$ cat config.mk
export PLATFORM = sky130hd
export DESIGN_NAME = video_zone_sampler
export DESIGN_NICKNAME = d
export VERILOG_FILES = /design/src/rtl/video_zone_sampler.sv
export SDC_FILE = /design/constraint.sdc
export NUM_CORES = 1
export LEC_CHECK = 0
export ABC_CLOCK_PERIOD_IN_PS = 4170
export BUFFER_PORTS_ARGS = -buffer_cell sky130_fd_sc_hd__buf_2
export CORE_MARGIN = 2
export CORE_UTILIZATION = 40
export CTS_CLUSTER_DIAMETER = 200
export CTS_CLUSTER_SIZE = 16
export DETAILED_ROUTE_END_ITERATION = 10
export PLACE_DENSITY = 0.56
export SLEW_MARGIN = 20
export SYNTH_ARGS = -nofsm -noshare
export SYNTH_HDL_FRONTEND = slang
export SYNTH_SLANG_ARGS = --single-unit
$ cat constraint.sdc
create_clock -name clk -period 4.17 [get_ports clk]
set_clock_uncertainty 0.2 [all_clocks]
set_input_delay 0.834 -clock clk [delete_from_list [all_inputs] [get_ports clk]]
set_output_delay 0.834 -clock clk [all_outputs]
set_load 0.005 [all_outputs]
$ cat src/rtl/video_zone_sampler.sv
// ============================================================================
// video_zone_sampler: decimating pixel sampler with frame-geometry checking
// Rev 1.0
// ============================================================================
`default_nettype none

module video_zone_sampler #(
  parameter int H_ACTIVE = 1920,
  parameter int V_ACTIVE = 1080,
  parameter int H_DECIM  = 8,
  parameter int V_DECIM  = 8
) (
  input  logic        clk,
  input  logic        rst_n,
  input  logic        en,
  input  logic        vs,
  input  logic        de,
  input  logic [23:0] rgb,
  output logic        data_en,
  output logic [23:0] data,
  output logic        frame_done,
  output logic        frame_err
);

  localparam logic [11:0] C_H_ACT  = 12'(H_ACTIVE);
  localparam logic [10:0] C_V_ACT  = 11'(V_ACTIVE);
  localparam logic [5:0]  C_H_LAST = 6'(H_DECIM - 1);
  localparam logic [5:0]  C_V_LAST = 6'(V_DECIM - 1);

  typedef enum logic [1:0] {
    IDLE    = 2'd0,
    WAIT_VS = 2'd1,
    ACTIVE  = 2'd2
  } state_t;

  state_t      state_q, state_d;
  logic        vs_d1_q, vs_d1_d;
  logic        de_d1_q, de_d1_d;
  logic [11:0] pix_cnt_q, pix_cnt_d;
  logic [10:0] line_cnt_q, line_cnt_d;
  logic [5:0]  h_phase_q, h_phase_d;
  logic [5:0]  v_phase_q, v_phase_d;
  logic        line_err_q, line_err_d;
  logic        data_en_q, data_en_d;
  logic [23:0] data_q, data_d;
  logic        frame_done_q, frame_done_d;
  logic        frame_err_q, frame_err_d;

  logic        frame_start;
  logic        line_end;
  logic        sample;

  assign frame_start = vs & ~vs_d1_q;
  assign line_end    = de_d1_q & ~de;

  always_comb begin
    state_d      = state_q;
    vs_d1_d      = vs;
    de_d1_d      = de;
    pix_cnt_d    = pix_cnt_q;
    line_cnt_d   = line_cnt_q;
    h_phase_d    = h_phase_q;
    v_phase_d    = v_phase_q;
    line_err_d   = line_err_q;
    data_en_d    = 1'b0;
    data_d       = data_q;
    frame_done_d = 1'b0;
    frame_err_d  = 1'b0;
    sample       = 1'b0;

    // A line that ends on the same cycle as a frame start still belongs to the closing frame
    if (state_q == ACTIVE && line_end) begin
      if (pix_cnt_q != C_H_ACT) line_err_d = 1'b1;
      pix_cnt_d  = 12'd0;
      h_phase_d  = 6'd0;
      line_cnt_d = (line_cnt_q == 11'h7FF) ? line_cnt_q : line_cnt_q + 11'd1;
      v_phase_d  = (v_phase_q == C_V_LAST) ? 6'd0 : v_phase_q + 6'd1;
    end

    case (state_q)
      IDLE: begin
        if (en) state_d = WAIT_VS;
      end
      WAIT_VS: begin
        if (frame_start) state_d = en ? ACTIVE : IDLE;
      end
      ACTIVE: begin
        if (frame_start) begin
          if (line_cnt_d == C_V_ACT && !line_err_d) frame_done_d = 1'b1;
          else                                      frame_err_d  = 1'b1;
          if (!en) state_d = IDLE;
        end
      end
      default: state_d = IDLE;
    endcase

    if (frame_start) begin
      pix_cnt_d  = 12'd0;
      line_cnt_d = 11'd0;
      h_phase_d  = 6'd0;
      v_phase_d  = 6'd0;
      line_err_d = 1'b0;
    end

    // Counting after the clear puts a pixel coincident with frame start into the new frame
    if (state_d == ACTIVE && de) begin
      sample    = (h_phase_d == 6'd0) && (v_phase_d == 6'd0) &&
                  (pix_cnt_d < C_H_ACT) && (line_cnt_d < C_V_ACT);
      data_en_d = sample;
      if (sample) data_d = rgb;
      pix_cnt_d = (pix_cnt_d == 12'hFFF) ? pix_cnt_d : pix_cnt_d + 12'd1;
      h_phase_d = (h_phase_d == C_H_LAST) ? 6'd0 : h_phase_d + 6'd1;
    end
  end

  always_ff @(posedge clk) begin
    if (!rst_n) begin
      state_q      <= IDLE;
      vs_d1_q      <= 1'b0;
      de_d1_q      <= 1'b0;
      pix_cnt_q    <= 12'd0;
      line_cnt_q   <= 11'd0;
      h_phase_q    <= 6'd0;
      v_phase_q    <= 6'd0;
      line_err_q   <= 1'b0;
      data_en_q    <= 1'b0;
      data_q       <= 24'h0;
      frame_done_q <= 1'b0;
      frame_err_q  <= 1'b0;
    end else begin
      state_q      <= state_d;
      vs_d1_q      <= vs_d1_d;
      de_d1_q      <= de_d1_d;
      pix_cnt_q    <= pix_cnt_d;
      line_cnt_q   <= line_cnt_d;
      h_phase_q    <= h_phase_d;
      v_phase_q    <= v_phase_d;
      line_err_q   <= line_err_d;
      data_en_q    <= data_en_d;
      data_q       <= data_d;
      frame_done_q <= frame_done_d;
      frame_err_q  <= frame_err_d;
    end
  end

  assign data_en    = data_en_q;
  assign data       = data_q;
  assign frame_done = frame_done_q;
  assign frame_err  = frame_err_q;

endmodule

`default_nettype wire

==> metrics.txt, run 1 <==
routed vias/inst 5.25; cts hold-fix bufs 0; Final Hold Vio Count 0; clk_lat worst skew 340 ps; status finished clean; Seq/Total Area, Yosys 42.9%; Crit. End Element flip-flop; CTS clk-pin slew, worst paths 80 ps; Place WS 345 ps; Required @ worst endpoint 4210 ps; H-tree depth 3; Final ANT Viol Nets 0; first-pass GRT wire length 11800 um; number of synthesized flops with an enable pin 0; clock root cell clkbuf_8; DRT iter0 DRCs 102; Inserted Clock Buffers 9; IO Pins 56; Yosys reg bits 67; initial antenna violation count 0; syn avg cell area 8.99 um2; Final setup viols 0; static leakage 1.64 nW; number of global-route vias before repair 2510; Net Count, Synth 382; GRT Total Usage 17.2%; Initial DRT Pass Iterations 4; Max Root-Sink Buffers 2; Max Fclk 279 MHz; Detailed Route WL 7080 um; CP Class input pin to flip-flop; measured slew at the worst slew-check pin 597 ps; # Post-CTS Setup Buffers 0; diode count 0; CTS resizes 0; PD cells 352 nW/um2; sw power 0.000297 W; FFs w/ async S/R, synth 0%; largest net degree at the start of global routing 34; RSZ-0062 raised after global routing no; combinational share of power 4.8%; Primary FF master, synth dfxtp_1; Die Wd 92.4 um; setup TNS 0 ps; crit-path max FO 14; DR WL/cell 13.8 um; Sw Share 22.7%; half-perimeter wire length after placement 4900 um; Seq pwr share 49.9%; CP Launch Type input pin; PnR worst setup slack 586 ps; Rows 32; mapped cell area 3130 um2; Unique masters post-synth 55; fin crit share 85.9%; clock period minus worst slack 3580 ps; final net count 439; share of cells above drive strength 1 20.7%; Slew Limit Fails 0; fill count 737; core region area 7650 um2; Synth Warn # 0; GRT overflow 0; Final GP Congestion 0.847; crit path DAT 3620 ps; Clk pwr share 45.3%; Worst IR Drop VDD 219 uV; Hold Path Class flip-flop to flip-flop; Synth Instances 348; non-filler instance count after layout 512; headroom to the max-slew limit 60.2%; residual DRC count 0; Max Cap Violations 0; Die Footprint 8540 um2; Via Count 2689; CTS tree done; dpl cells 496; Num Clock Sinks 67; Vert. Die Dim 92.4 um; Port Buffers 55; Area Overhead vs Synth 18.7%; Int Pwr 0.00101 W; initial core utilization 40.9%; R2R Setup Slk 760 ps
[synth_stat cells (5+ instances only)]
library cell	number	area, um2
nand3_1	7	35.0
xnor2_1	7	61.3
clkbuf_1	10	37.5
mux2i_1	25	250
and3_1	10	62.6
nand2_1	34	128
nand4_1	9	56.3
dfxtp_1	67	1340
and2_1	6	37.5
nor3_1	13	65.1
xor2_1	15	131
ha_1	5	62.6
nor2_1	59	221
nor4_1	5	31.3
a21oi_1	14	70.1
[flip-flops by register name (all words and copies together) (netlist names)]
name,cells
data,24
pix_cnt_q,12
line_cnt_q,11
h_phase_q,6
v_phase_q,6
state_q,2
data_en,1
de_d1_q,1
frame_done,1
frame_err,1
line_err_q,1
vs_d1_q,1
[through the flow]
| stage | hold slack [ps] | total power (W) | util (%) | instance area, um2 |
|---|---|---|---|---|
| finish | 274 | 0.00131 | 48.5 | 3710 |
| global route | 305 | 0.00136 | 48.5 | 3710 |
| CTS | 269 | 0.00132 | 48.5 | 3710 |
| detailed placement | 243 | 0.000731 | 45.7 | 3500 |
| global placement | 239 | 0.000731 | 45.7 | 3500 |
| floorplan | 220 | 0.000701 | - | 3130 |
[per-layer routing]
layer  track usage, %  share of wire, %  vias to the layer above
met5                0                 0                        -
met4             7.84               1.7                        0
met3             4.72               6.3                       13
met2             26.6                46                       78
met1             22.4                46                     1252
li1                 -                 -                     1346
[critical path, cell delays in order]
cell and delay (ps):
buf_2 120, and4bb_2 350, nor2_1 260, buf_4 210
nand2_1 70, inv_1 110, ha_1 220, nand3_1 130
nor3_1 460, a31oi_1 310, and4_1 320, xnor2_1 170
nor2_1 50
[layout make-up]
cell class / count / area, um2 / area share, %
Clock inverter: 7 / 92.6 / 2.49
Timing Repair Buffer: 60 / 313 / 8.43
Inverter: 6 / 22.5 / 0.607
Tap cell: 102 / 128 / 3.44
Clock buffer: 9 / 124 / 3.34
Sequential cell: 67 / 1340 / 36.1
Multi-Input combinational cell: 261 / 1690 / 45.6
[cell usage in the layout (no fill, tap or decap), types with 2 or more instances in the layout]
master     count
mux2i_1       25
buf_4          5
nor4_1         5
a211oi_1       2
or3_1          4
clkinv_2       3
inv_1          4
and3_1        10
and2_1         6
a21oi_1       14
bufinv_16      2
clkbuf_8       9
dfxtp_1       67
clkinv_4       2
a31oi_1        4
a2111oi_4      2
a311oi_1       3
nand2_1       34
xor2_1        15
ha_1           5
nand4_1        9
nor2b_1        3
xnor2_1        7
nor3_1        13
nand2b_1       2
nor2_1        59
and4_1         4
buf_2         55
o31ai_1        3
nand3_1        7
[cells by family (layout without fill, tap and decap cells)]
group / after synthesis / after routing / synth area share (%)
flops: 67 / 67 / 42.9
mux: 25 / 25 / 8.00
simple gates: 169 / 169 / 27.3
compound gates: 40 / 40 / 10.6
xor+xnor: 22 / 22 / 6.16
fa+ha+maj: 5 / 5 / 2.00
buf+inv: 20 / 82 / 3.04
[final timing paths]
kind	cells after the start	to	start
setup / recovery	13	pix_cnt_q[4]	de
hold reg to reg	2	line_err_q	line_err_q
setup reg to reg	12	pix_cnt_q[4]	state_q[0]
hold / removal	2	line_err_q	line_err_q
[power by group through the flow]
stage                logic, W  registers, W  clock network [W]
floorplan           0.0000350      0.000666                  0
global placement    0.0000638      0.000667                  0
detailed placement  0.0000642      0.000667                  0
CTS                 0.0000641      0.000652           0.000608
global route        0.0000709      0.000653           0.000634
finish              0.0000634      0.000652           0.000592
(Power assumes the default switching activity.)
==> run 2, diff against run 1 <==
- CELL_PAD_IN_SITES_DETAIL_PLACEMENT: unset -> 0
- CELL_PAD_IN_SITES_GLOBAL_PLACEMENT: unset -> 1
- CORE_UTILIZATION: 40 -> 42
- PLACE_DENSITY: 0.56 -> 0.75
==> metrics.txt, run 2 (synthesis results as in run 1) <==
status finished clean; GRT Total Usage 17.7% (+0.45 points); CP Launch Type input pin; CP Class input pin to flip-flop; static leakage 1.65 nW (+0.75%); Final setup viols 0 (unchanged); WHS Path Cells 2 (unchanged); commonest non-fill, non-tap cell in the layout dfxtp_1; Sw Share 23.3% (+0.59 points); multi-input logic area 1690 um2 (unchanged); GRT overflow 0 (unchanged); residual DRC count 0 (unchanged); max reg flops 24 (unchanged); sw power 0.000308 W (+4.0%); final net count 442 (+0.68%); PD cells 354 nW/um2 (+0.65%); Seq pwr share 49.2% (-0.7 points); routed vias/inst 5.21 (-0.82%); Rows 31 (-3.1%); min-delay src line_err_q; combinational share of power 4.8% (about the same); CTS resizes 0 (unchanged); Required @ worst endpoint 4190 ps (-20 ps); commonest cells after routing, fill and taps aside 67 x dfxtp_1, 59 x nor2_1, 55 x buf_2; Die Footprint 8150 um2 (-4.6%); share of cells above drive strength 1 21.3% (+0.58 points); Area Overhead vs Synth 19.5%; Port Buffers 55 (unchanged); Vert. Die Dim 90.3 um (-2.3%); Worst IR Drop VDD 176 uV (-20%); initial core utilization 43.4% (+2.5 points); FF-to-FF path depth 9 (-3); DRT iter0 DRCs 175 (+72%); Reg-to-Reg Start line_cnt_q[0]; clock root cell clkbuf_8; half-perimeter wire length after placement 4990 um (+1.8%); clock period minus worst slack 3230 ps (-352 ps); headroom to the max-slew limit 59.7% (-0.47 points); Max Cap Violations 0 (unchanged); Place WS 573 ps (+228 ps); clk_lat worst skew 340 ps (about the same); setup TNS 0 ps (unchanged); fin crit share 77.5% (-8.4 points); IO Pins 56 (unchanged); largest net degree at the start of global routing 26 (-24%); Via Count 2667 (-0.82%); Max Fclk 309 MHz (+11%); PnR worst setup slack 938 ps (+352 ps); core region area 7210 um2 (-5.7%); Final GP Congestion 0.897 (+5.9%); Die Wd 90.3 um (-2.3%); initial antenna violation count 0 (unchanged); DR WL/cell 13.5 um (-2.4%); crit path DAT 3260 ps (-360 ps); number of global-route vias before repair 2471 (-1.6%); CTS clk-pin slew, worst paths 70 ps (about the same); diode count 0 (unchanged); Detailed Route WL 6910 um (-2.4%); R2R Path End data[0]; Clk pwr share 46.0% (+0.7 points); Num Clock Sinks 67 (unchanged); Crit. End Element flip-flop; Initial DRT Pass Iterations 4 (unchanged); R2R Setup Slk 1010 ps (+250 ps); Inserted Clock Buffers 9 (unchanged); Hold Path Class flip-flop to flip-flop; RSZ-0062 raised after global routing no; crit-path max FO 25 (+11); Int Pwr 0.00102 W (+0.56%); fill count 723 (-1.9%); register area 1340 um2 (unchanged); first-pass GRT wire length 11800 um (about the same); hold worst-path end line_err_q; Max Root-Sink Buffers 2 (unchanged); CTS tree done; Final Hold Vio Count 0 (unchanged); Final ANT Viol Nets 0 (unchanged); cts hold-fix bufs 0 (unchanged); measured slew at the worst slew-check pin 602 ps (+5.63 ps); H-tree depth 3 (unchanged); # Post-CTS Setup Buffers 0 (unchanged); Slew Limit Fails 0 (unchanged)
==> run 2: cell type report <==
| type | count | share of cell area, % |
|---|---|---|
| clock buffer | 9 | 3.31 |
| clock inverter | 7 | 2.64 |
| inverter | 6 | 0.603 |
| multi-input combinational | 261 | 45.3 |
| sequential | 67 | 35.9 |
| tap | 99 | 3.31 |
| timing repair buffer | 63 | 8.97 |
==> run 2: worst max-delay path by stage <==
stage               startpoint            to  cells after the start
finish                      de       data[0]                      9
detailed placement          de       data[1]                      9
global placement            de      data[10]                      9
CTS                         de       data[0]                      9
floorplan                   de  pix_cnt_q[5]                     13
global route                de  pix_cnt_q[5]                     12
==> run 2: power by group through the flow <==
stage | sequential [W] | clock (W) | combinational (W)
after floorplan | 0.000666 | 0 | 0.0000350
after global placement | 0.000666 | 0 | 0.0000645
after detailed placement | 0.000667 | 0 | 0.0000648
after CTS | 0.000652 | 0.000623 | 0.0000650
after global routing | 0.000653 | 0.000650 | 0.0000711
final | 0.000652 | 0.000609 | 0.0000639
==> run 2: critical path, stage by stage <==
cell	delay, ps
buf_2	120
nand4bb_1	450
a2111oi_4	500
o211ai_1	260
a2111oi_4	390
o2111ai_4	150
buf_4	290
mux2i_1	200
nor2_1	50
==> run 2: through the flow <==
stage | util, % | total power, W | instances | hold slack, ps | cell area [um2]
global route | 51.8 | 0.00137 | 512 | 331 | 3740
CTS | 51.8 | 0.00134 | 512 | 270 | 3740
finish | 51.8 | 0.00132 | 512 | 264 | 3740
floorplan | - | 0.000701 | 348 | 220 | 3130
global placement | 48.7 | 0.000731 | 496 | 239 | 3510
detailed placement | 48.7 | 0.000731 | 496 | 251 | 3510
==> run 2: layer usage <==
metal  track usage, %  up-vias  routed length [um]
met5                0        -                   0
met3             5.26       10                 457
met2             25.8       74                2980
met1             24.6     1226                3370
met4             6.79        0                  94
li1                 -     1357                   -
